`src/rtl/piano_mode_scheduler.sv`:
```
// piano_mode_scheduler
//   Central controller for the piano note datapath. Holds the play mode
//   (free play, two lessons, two demos) and issues one-cycle start pulses to
//   the autoplay sequencers. It picks which note source drives the tone
//   selector and display. It inserts a short rest between distinct notes.
//   It drops an idle lesson back to free play.
//
// Ports
//   CLK, RESET              clock; asynchronous active-high reset
//   btn_ode / btn_ode_auto  debounced levels: learn / demo Ode to Joy
//   btn_drm / btn_drm_auto  debounced levels: learn / demo Do-Re-Mi
//   QUARTER_BEAT            single-cycle beat tick (drives the idle timeout)
//   free_note/free_valid    switch-decoded note and key-held flag
//   ode_note/ode_valid      Ode autoplay note source
//   ode_done                Ode autoplay finished pulse
//   drm_note/drm_valid      Do-Re-Mi autoplay note source
//   drm_done                Do-Re-Mi autoplay finished pulse
//   mode                    0 FREE, 1 LEARN_ODE, 2 AUTO_ODE, 3 LEARN_DRM, 4 AUTO_DRM
//   ode_start/drm_start     one-cycle start pulses to the sequencers
//   note_out/note_valid     registered, gap-shaped note to tone mux / display
module piano_mode_scheduler #(
  parameter int unsigned GAP_CYCLES = 250000,
  parameter int unsigned GAP_W      = 18,
  parameter int unsigned IDLE_BEATS = 32,
  parameter logic [3:0]  REST       = 4'hF
) (
  input  logic       CLK,
  input  logic       RESET,
  input  logic       btn_ode,
  input  logic       btn_ode_auto,
  input  logic       btn_drm,
  input  logic       btn_drm_auto,
  input  logic       QUARTER_BEAT,
  input  logic [3:0] free_note,
  input  logic       free_valid,
  input  logic [3:0] ode_note,
  input  logic       ode_valid,
  input  logic       ode_done,
  input  logic [3:0] drm_note,
  input  logic       drm_valid,
  input  logic       drm_done,
  output logic [2:0] mode,
  output logic       ode_start,
  output logic       drm_start,
  output logic [3:0] note_out,
  output logic       note_valid
);

  localparam logic [2:0] M_FREE      = 3'd0;
  localparam logic [2:0] M_LEARN_ODE = 3'd1;
  localparam logic [2:0] M_AUTO_ODE  = 3'd2;
  localparam logic [2:0] M_LEARN_DRM = 3'd3;
  localparam logic [2:0] M_AUTO_DRM  = 3'd4;

  localparam logic [GAP_W-1:0] GAP_LOAD = GAP_W'(GAP_CYCLES);
  localparam logic [GAP_W-1:0] GAP_ONE  = GAP_W'(1);
  localparam logic [8:0]       IDLE_LIM = 9'(IDLE_BEATS);

  logic [2:0]       mode_q, mode_d;
  logic [3:0]       btn_q, btn_d;
  logic [3:0]       btn_now, btn_edge;
  logic [7:0]       idle_q, idle_d;
  logic [GAP_W-1:0] gap_q, gap_d;
  logic [3:0]       note_out_q, note_out_d;
  logic             note_valid_q, note_valid_d;
  logic             ode_start_q, ode_start_d;
  logic             drm_start_q, drm_start_d;

  logic             learn_mode;
  logic             done_hit;
  logic             idle_expire;
  logic             mode_change;
  logic [3:0]       sel_note;
  logic             sel_valid;
  logic             gap_trigger;

  // Bit order doubles as the edge priority: lowest index wins.
  assign btn_now  = {btn_drm_auto, btn_drm, btn_ode_auto, btn_ode};
  assign btn_edge = btn_now & ~btn_q;

  assign learn_mode = (mode_q == M_LEARN_ODE) || (mode_q == M_LEARN_DRM);
  assign done_hit   = ((mode_q == M_AUTO_ODE) && ode_done) ||
                      ((mode_q == M_AUTO_DRM) && drm_done);
  // Fires on the beat that would bring the count up to the limit, so the
  // mode leaves the lesson on that same edge.
  assign idle_expire = (IDLE_BEATS != 0) && learn_mode && !free_valid &&
                       QUARTER_BEAT && (({1'b0, idle_q} + 9'd1) == IDLE_LIM);

  // ---------------------------------------------------------------- state register
  always_ff @(posedge CLK or posedge RESET) begin
    if (RESET) begin
      mode_q <= M_FREE;
    end else begin
      mode_q <= mode_d;
    end
  end

  // ---------------------------------------------------------------- next state
  always_comb begin
    mode_d = mode_q;
    if (btn_edge[0]) begin
      mode_d = (mode_q == M_LEARN_ODE) ? M_FREE : M_LEARN_ODE;
    end else if (btn_edge[1]) begin
      mode_d = (mode_q == M_AUTO_ODE) ? M_FREE : M_AUTO_ODE;
    end else if (btn_edge[2]) begin
      mode_d = (mode_q == M_LEARN_DRM) ? M_FREE : M_LEARN_DRM;
    end else if (btn_edge[3]) begin
      mode_d = (mode_q == M_AUTO_DRM) ? M_FREE : M_AUTO_DRM;
    end else if (done_hit || idle_expire) begin
      mode_d = M_FREE;
    end
  end

  assign mode_change = (mode_d != mode_q);

  // ---------------------------------------------------------------- outputs / datapath
  always_comb begin
    btn_d = btn_now;

    ode_start_d = (mode_d == M_AUTO_ODE) && (mode_q != M_AUTO_ODE);
    drm_start_d = (mode_d == M_AUTO_DRM) && (mode_q != M_AUTO_DRM);

    idle_d = idle_q;
    if (mode_change || !learn_mode || free_valid) begin
      idle_d = 8'd0;
    end else if (QUARTER_BEAT && (idle_q != 8'hFF)) begin
      idle_d = idle_q + 8'd1;
    end

    case (mode_q)
      M_AUTO_ODE: begin
        sel_note  = ode_note;
        sel_valid = ode_valid;
      end
      M_AUTO_DRM: begin
        sel_note  = drm_note;
        sel_valid = drm_valid;
      end
      default: begin
        sel_note  = free_note;
        sel_valid = free_valid;
      end
    endcase

    gap_trigger = mode_change ||
                  (note_valid_q && sel_valid && (sel_note != note_out_q));

    // The trigger edge itself is the first rest cycle; the last count (1)
    // is the edge that resumes the source, giving exactly GAP_CYCLES rests.
    gap_d        = gap_q;
    note_out_d   = REST;
    note_valid_d = 1'b0;
    if ((GAP_CYCLES != 0) && gap_trigger) begin
      gap_d = GAP_LOAD;
    end else if (gap_q > GAP_ONE) begin
      gap_d = gap_q - GAP_ONE;
    end else begin
      gap_d        = '0;
      note_valid_d = sel_valid;
      note_out_d   = sel_valid ? sel_note : REST;
    end
  end

  always_ff @(posedge CLK or posedge RESET) begin
    if (RESET) begin
      btn_q        <= 4'b1111;  // a button held through reset must be released first
      idle_q       <= 8'd0;
      gap_q        <= '0;
      note_out_q   <= REST;
      note_valid_q <= 1'b0;
      ode_start_q  <= 1'b0;
      drm_start_q  <= 1'b0;
    end else begin
      btn_q        <= btn_d;
      idle_q       <= idle_d;
      gap_q        <= gap_d;
      note_out_q   <= note_out_d;
      note_valid_q <= note_valid_d;
      ode_start_q  <= ode_start_d;
      drm_start_q  <= drm_start_d;
    end
  end

  assign mode       = mode_q;
  assign ode_start  = ode_start_q;
  assign drm_start  = drm_start_q;
  assign note_out   = note_out_q;
  assign note_valid = note_valid_q;

endmodule

```
`config.mk`:
```
export PLATFORM = sky130hd
export DESIGN_NAME = piano_mode_scheduler
export DESIGN_NICKNAME = d
export VERILOG_FILES = /design/src/rtl/piano_mode_scheduler.sv
export SDC_FILE = /design/constraint.sdc
export NUM_CORES = 1
export LEC_CHECK = 0
export CORE_ASPECT_RATIO = 2
export CORE_MARGIN = 2
export CORE_UTILIZATION = 30
export CTS_CLUSTER_DIAMETER = 100
export DETAILED_ROUTE_END_ITERATION = 6
export DONT_BUFFER_PORTS = 1
export HOLD_SLACK_MARGIN = 0.03
export PLACE_DENSITY = 0.5
export SLEW_MARGIN = 20
export SYNTH_ARGS = -nofsm -noshare
export SYNTH_HDL_FRONTEND = slang
export SYNTH_SLANG_ARGS = --single-unit
```
`constraint.sdc`:
```
create_clock -name CLK -period 3.46 [get_ports CLK]
set_input_delay 0.346 -clock CLK [delete_from_list [all_inputs] [get_ports CLK]]
set_output_delay 0.346 -clock CLK [all_outputs]
set_load 0.005 [all_outputs]
```
Word level (Yosys, flattened, before mapping)
Cells that the tools add are included.
- register bits: 40
- add/sub/neg operators: 3
- $lt $le $gt $ge: 1
- equal/unequal tests: 12
- muxes and demuxes: 20
- bitwise logic cells: 2
- reduce and logical (&&, ||, !) cells: 19
- operators by type and width (operator ; count):
    two-way mux 18 bit ; 2
    greater-than comparator 18 x 1 -> 1 bit, second input constant ; 1
    two-way mux 3 bit ; 6
    subtractor 18 x 1 -> 18 bit, second input constant ; 1
    two-way mux 8 bit ; 2
    two-way mux 4 bit ; 3
    logical AND 1 bit ; 10
    adder 8 x 1 -> 9 bit, second input constant ; 1
    equality test 3 x 2 -> 1 bit, second input constant ; 3
    equality test 9 x 6 -> 1 bit, second input constant ; 1
    adder 8 x 1 -> 8 bit, second input constant ; 1
    inequality test 8 bit, second input constant ; 1
    case mux 4 bit (2 select lines) ; 1
    equality test 3 bit, second input constant ; 2
    logical OR 1 bit ; 6
    AND 4 bit ; 1
    two-way mux 2 bit ; 2
    inequality test 4 bit ; 1
    NOT 4 bit ; 1
    equality test 3 x 1 -> 1 bit, second input constant ; 1
    two-way mux 1 bit ; 3
    inequality test 3 x 2 -> 1 bit, second input constant ; 1
    inequality test 3 bit ; 1
    inequality test 3 bit, second input constant ; 1
    3 further kinds ; 4

Depth between registers and ports, before layout
- word-level depth: 15
- gate-level depth with buffers: 10
- depth with buffers taken out: 8

Least setup slack after synthesis
OpenSTA, ideal clock, no wires.
- path kind: flip-flop to flip-flop
- start: reg mode_q[2], in the netlist mode[2]
- end: reg gap_q[17]
- library setup time: 131 ps
- arrival time: 2300 ps
- required time: 3329 ps
- setup slack: 1029 ps
- stages on the path, launching flop included: 9
- period minus slack after synthesis: 2431 ps
- cells stage by stage: dfrtp_1 -> buf_2 -> nor4bb_1 -> a31o_1 -> a211oi_1 -> or4_4 -> o311ai_4 -> nand3_4 -> or3_1
- cells in the longest elaborated chain, start to end: 14
- RTL lines (item ; line ; text):
    from (decl) ; 59 ; logic [2:0] mode_q, mode_d;
    from (signal assigned) ; 94 ; mode_q <= mode_d;
    equality test 3 x 1 -> 1 bit / equality test 3 x 2 -> 1 bit (equally long branches) ; 81, 102, 106 ;
    logical OR 1 bit ; 81 ; assign learn_mode = (mode_q == M_LEARN_ODE) || (mode_q == M_LEARN_DRM);
    logical AND 1 bit (2 in series) ; 86 ; assign idle_expire = (IDLE_BEATS != 0) && learn_mode && !free_valid &&
    logical AND 1 bit ; 87 ; QUARTER_BEAT && (({1'b0, idle_q} + 9'd1) == IDLE_LIM);
    logical OR 1 bit ; 109 ; end else if (done_hit || idle_expire) begin
    two-way mux 3 bit ; 109 ;
    two-way mux 3 bit ; 107 ; end else if (btn_edge[3]) begin
    two-way mux 3 bit ; 105 ; end else if (btn_edge[2]) begin
    two-way mux 3 bit ; 103 ; end else if (btn_edge[1]) begin
    two-way mux 3 bit ; 101 ; if (btn_edge[0]) begin
    inequality test 3 bit ; 114 ; assign mode_change = (mode_d != mode_q);
    logical OR 1 bit (*) ; 145 ; gap_trigger = mode_change ||
    two-way mux 18 bit (*) ; 153 ; if ((GAP_CYCLES != 0) && gap_trigger) begin
    via gap_d[17] ; 63 ; logic [GAP_W-1:0] gap_q, gap_d;
    to (signal assigned) ; 176 ; gap_q <= gap_d;
    to (decl) ; 63 ;
Mark *: on every way through the listed nets, which the timed path passes. The rest lies on a longest branch.
A chain may end at the register's enable or synchronous reset.

Worst setup path in the final report
- start: reg mode_q[0], in the netlist mode[0]
- end: reg gap_q[15]
Same word-level chain as after synthesis.

==> metrics.txt <==
# TYPE chip_impl_metric gauge
chip_impl_metric{name="post-place-ws",unit="ns"} 0.632
chip_impl_metric{name="ys_ff_latch",unit=""} 40
chip_impl_metric{name="finalSetupViolations",unit=""} 0
chip_impl_metric{name="cts_hold_buf",unit=""} 0
chip_impl_metric{name="power_per_cell_area",unit="mW/mm2"} 483
chip_impl_metric{name="placed_cells",unit=""} 360
chip_impl_metric{name="global_route.usage.total",unit="%"} 15.8
chip_impl_metric{name="drc_errors",unit=""} 0
chip_impl_metric{name="number_of_sinks_on_the_clock_net",unit=""} 40
chip_impl_metric{name="fp.dieH",unit="um"} 134
chip_impl_metric{name="detailedRoute.firstIterationViolations",unit=""} 52
chip_impl_metric{name="cts.repair.resized",unit=""} 0
chip_impl_metric{name="synth-seq-area-share",unit="%"} 40.1
chip_impl_info{name="worstSetupPathType",value="flip-flop to flip-flop"} 1
chip_impl_metric{name="insertedDiodeCount",unit=""} 0
chip_impl_metric{name="clk_latency",unit="ns"} 0.28
chip_impl_metric{name="placement_rows",unit=""} 47
chip_impl_metric{name="finalCritPeriodShare",unit="%"} 82.0
chip_impl_metric{name="fin_cells",unit=""} 368
chip_impl_metric{name="die_x",unit="um"} 68.8
chip_impl_metric{name="r2r_setup_slack",unit="ns"} 0.62
chip_impl_metric{name="grt_first_pass_wirelength",unit="mm"} 10.7
chip_impl_metric{name="number_of_vias_after_detailed_routing",unit=""} 1952
chip_impl_metric{name="detail_route.first_pass.iterations",unit=""} 4
chip_impl_metric{name="worstMarginPinSlew",unit="ns"} 0.642
chip_impl_metric{name="globalRouteOverflowTotal",unit=""} 0
chip_impl_metric{name="design_area",unit="mm2"} 0.00281
chip_impl_metric{name="leakage",unit="uW"} 0.00105
chip_impl_info{name="cts_tree",value="built"} 1
chip_impl_metric{name="initial_core_util",unit="%"} 30.6
chip_impl_metric{name="postSynth.asyncResetShare",unit="%"} 100
chip_impl_metric{name="area_inside_the_core_boundary",unit="mm2"} 0.00823
chip_impl_metric{name="post_synth_instance_area",unit="mm2"} 0.00252
chip_impl_metric{name="i_o_pin_cnt",unit=""} 34
chip_impl_metric{name="gp_congestion",unit=""} 0.903
chip_impl_info{name="outcome",value="complete, no violations"} 1
chip_impl_metric{name="crit_fanout",unit=""} 18
chip_impl_metric{name="routedWlPerCell",unit="um"} 17.8
chip_impl_metric{name="synthesis.instances",unit=""} 263
chip_impl_info{name="critical_path.startpoint_type",value="flip-flop"} 1
chip_impl_metric{name="antenna_violating_nets_post_route",unit=""} 0
chip_impl_metric{name="max_clock_skew",unit="ns"} 0.00473
chip_impl_metric{name="htreeDepth",unit=""} 2
chip_impl_metric{name="clk_pin_slew",unit="ns"} 0.06
chip_impl_metric{name="wirelength",unit="mm"} 6.56
chip_impl_metric{name="totalNegativeSetupSlack",unit="ns"} 0
chip_impl_metric{name="critical_path_arrival",unit="ns"} 3.00
chip_impl_metric{name="maxCapViolations",unit=""} 0
chip_impl_metric{name="detailed_place_hpwl",unit="mm"} 5.00
chip_impl_metric{name="yosys.cell_types.count",unit=""} 53
chip_impl_metric{name="max-slew-margin-rel",unit="%"} 57.2
chip_impl_info{name="rsz_0062_raised_after_global_routing",value="false"} 1
chip_impl_metric{name="layout_cells_sized_above_1",unit="%"} 17.0
chip_impl_metric{name="max_clock_freq",unit="GHz"} 0.353
chip_impl_info{name="clockRootBuffer",value="sky130_fd_sc_hd__clkbuf_16"} 1
chip_impl_metric{name="cts.repair_timing.setup_buffer_count",unit=""} 0
chip_impl_metric{name="synth.top_cell.area_share",unit="%"} 31.8
chip_impl_metric{name="crit_required",unit="ns"} 3.62
chip_impl_metric{name="post_synthesis_net_count",unit=""} 291
chip_impl_metric{name="drv_slew",unit=""} 0
chip_impl_info{name="endpoint_type_of_the_worst_setup_path",value="flip-flop"} 1
chip_impl_metric{name="die_area",unit="mm2"} 0.00919
chip_impl_metric{name="synthesis.area_per_instance",unit="um2"} 9.58
chip_impl_metric{name="numPortBuffers",unit=""} 0
chip_impl_metric{name="syn_to_final_growth",unit="%"} 11.4
chip_impl_metric{name="synth_edf_count",unit=""} 0
chip_impl_metric{name="layout.core_utilization",unit="%"} 34.1
chip_impl_metric{name="clk_path_buf_depth",unit=""} 2
chip_impl_metric{name="finalNetCount",unit=""} 297
chip_impl_info{name="post-synth-top-area-cell",value="sky130_fd_sc_hd__dfrtp_1"} 1
chip_impl_metric{name="grt_start_max_net_pins",unit=""} 25
chip_impl_metric{name="grt_antenna_before_repair",unit=""} 0
chip_impl_metric{name="total_clock_buffers_created_by_cts",unit=""} 5
chip_impl_metric{name="detailed_place.area",unit="mm2"} 0.00266
chip_impl_info{name="yosysMostFrequentCell",value="sky130_fd_sc_hd__dfrtp_1"} 1
chip_impl_metric{name="ir_worst_vdd",unit="uV"} 279
chip_impl_metric{name="routed_vias_inst",unit=""} 5.30
chip_impl_info{name="ys_dominant_reg_cell",value="sky130_fd_sc_hd__dfrtp_1"} 1
chip_impl_metric{name="hold_viol_final",unit=""} 0
chip_impl_info{name="synth_top_cells_by_area",value="sky130_fd_sc_hd__dfrtp_1, sky130_fd_sc_hd__dfstp_2, sky130_fd_sc_hd__nor4_2, sky130_fd_sc_hd__nor2_1, sky130_fd_sc_hd__xnor2_1"} 1
chip_impl_metric{name="yosys_warnings",unit=""} 0
chip_impl_metric{name="post-route-min-period",unit="ns"} 2.84
chip_impl_metric{name="setup_slack",unit="ns"} 0.623
chip_impl_metric{name="number_of_global_route_vias_before_repair",unit=""} 2064
chip_impl_info{name="netlist_top_cells_count",value="sky130_fd_sc_hd__dfrtp_1, sky130_fd_sc_hd__nor2_1, sky130_fd_sc_hd__nand2_1"} 1
chip_impl_info{name="timing.hold.worst.class",value="primary input to async pin"} 1
[kinds of logic after synthesis]
family	count (synthesis)	share of synthesized area, %
AO/OA/AOI/OAI	50	14.3
XOR/XNOR	19	6.60
adder cells (fa/ha/maj)	4	1.99
buffers and inverters	19	3.67
flip-flops	40	40.1
multiplexers	4	1.59
AND/OR/NAND/NOR	127	31.7
[layout by cell type, fill, tap and decap left out, types with 2 or more instances in the layout]
cell                        count
sky130_fd_sc_hd__xor2_1         9
sky130_fd_sc_hd__nand2b_1       6
sky130_fd_sc_hd__inv_1         10
sky130_fd_sc_hd__nor3b_1        2
sky130_fd_sc_hd__nand2_1       17
sky130_fd_sc_hd__nor4bb_1       2
sky130_fd_sc_hd__xnor2_1       10
sky130_fd_sc_hd__a31o_2         3
sky130_fd_sc_hd__nand3_1        7
sky130_fd_sc_hd__nor4_1         4
sky130_fd_sc_hd__nor4_2        11
sky130_fd_sc_hd__dfrtp_1       32
sky130_fd_sc_hd__a21o_1         2
sky130_fd_sc_hd__ha_1           4
sky130_fd_sc_hd__and2_1         3
sky130_fd_sc_hd__mux2i_1        4
sky130_fd_sc_hd__nand4_1        7
sky130_fd_sc_hd__nor2_1        29
sky130_fd_sc_hd__o21ai_0       11
sky130_fd_sc_hd__or3_1         10
sky130_fd_sc_hd__and4_1         2
sky130_fd_sc_hd__nand3b_1       4
sky130_fd_sc_hd__a211oi_1       5
sky130_fd_sc_hd__nor2b_1       10
sky130_fd_sc_hd__a21oi_1       13
sky130_fd_sc_hd__clkbuf_16      5
sky130_fd_sc_hd__and4bb_1       2
sky130_fd_sc_hd__dfstp_2        8
sky130_fd_sc_hd__o22ai_1        3
sky130_fd_sc_hd__nor3_1         4
sky130_fd_sc_hd__buf_4          8
[path summary, 6_finish.rpt]
| kind | from | end | cells past startpoint |
|---|---|---|---|
| worst max-delay path | mode[0] | gap_q[15] | 7 |
| worst min-delay path | RESET | ode_start | 1 |
| worst max register to register | mode[0] | gap_q[15] | 7 |
| worst min register to register | gap_q[0] | gap_q[0] | 1 |
| max in group asynchronous | RESET | note_out[0] | 2 |
| min in group CLK | btn_ode | btn_q[0] | 0 |
[layout make-up]
cell class                      instances  area, um2
Clock buffer                            7        143
Inverter                               10       37.5
Clock inverter                          1       7.51
Fill cell                             881       5430
Tap cell                               98        123
Sequential cell                        40       1010
Multi-Input combinational cell        204       1430
Timing Repair Buffer                    8       60.1
[where the power goes]
part / switching (uW) / internal (uW)
Sequential: 46.5 / 501
Clock: 187 / 287
Combinational: 205 / 130
[state kept, by name (all words and copies together) (netlist names)]
register,count
mode,3
drm_start,1
gap_q,18
note_out,4
btn_q,4
note_valid,1
ode_start,1
idle_q,8
[stage by stage]
stage,hold WS [ns],total power [uW]
2_1_floorplan,0.350,821
3_3_place_gp,0.351,889
3_5_place_dp,0.351,893
4_1_cts,0.0460,1370
5_1_grt,0.0413,1430
6_report,0.0295,1360
[critical path: stages (launching register included)]
cell                       delay (ns)
sky130_fd_sc_hd__dfrtp_1         0.56
sky130_fd_sc_hd__and4bb_1        0.34
sky130_fd_sc_hd__a31o_2          0.12
sky130_fd_sc_hd__a211oi_1        0.05
sky130_fd_sc_hd__or4_4           0.56
sky130_fd_sc_hd__o311ai_4        0.36
sky130_fd_sc_hd__nand3_4         0.28
sky130_fd_sc_hd__or3_1           0.43
[metal layers]
metal  up-vias  global-route usage, %  share of wire (%)
li1        958                      -                  -
met1       955                   17.4                 39
met2        31                   27.5                 54
met3         8                   3.55                5.3
met4         0                   7.30                1.9
met5         -                      0                  0
(Power assumes the default switching activity.)
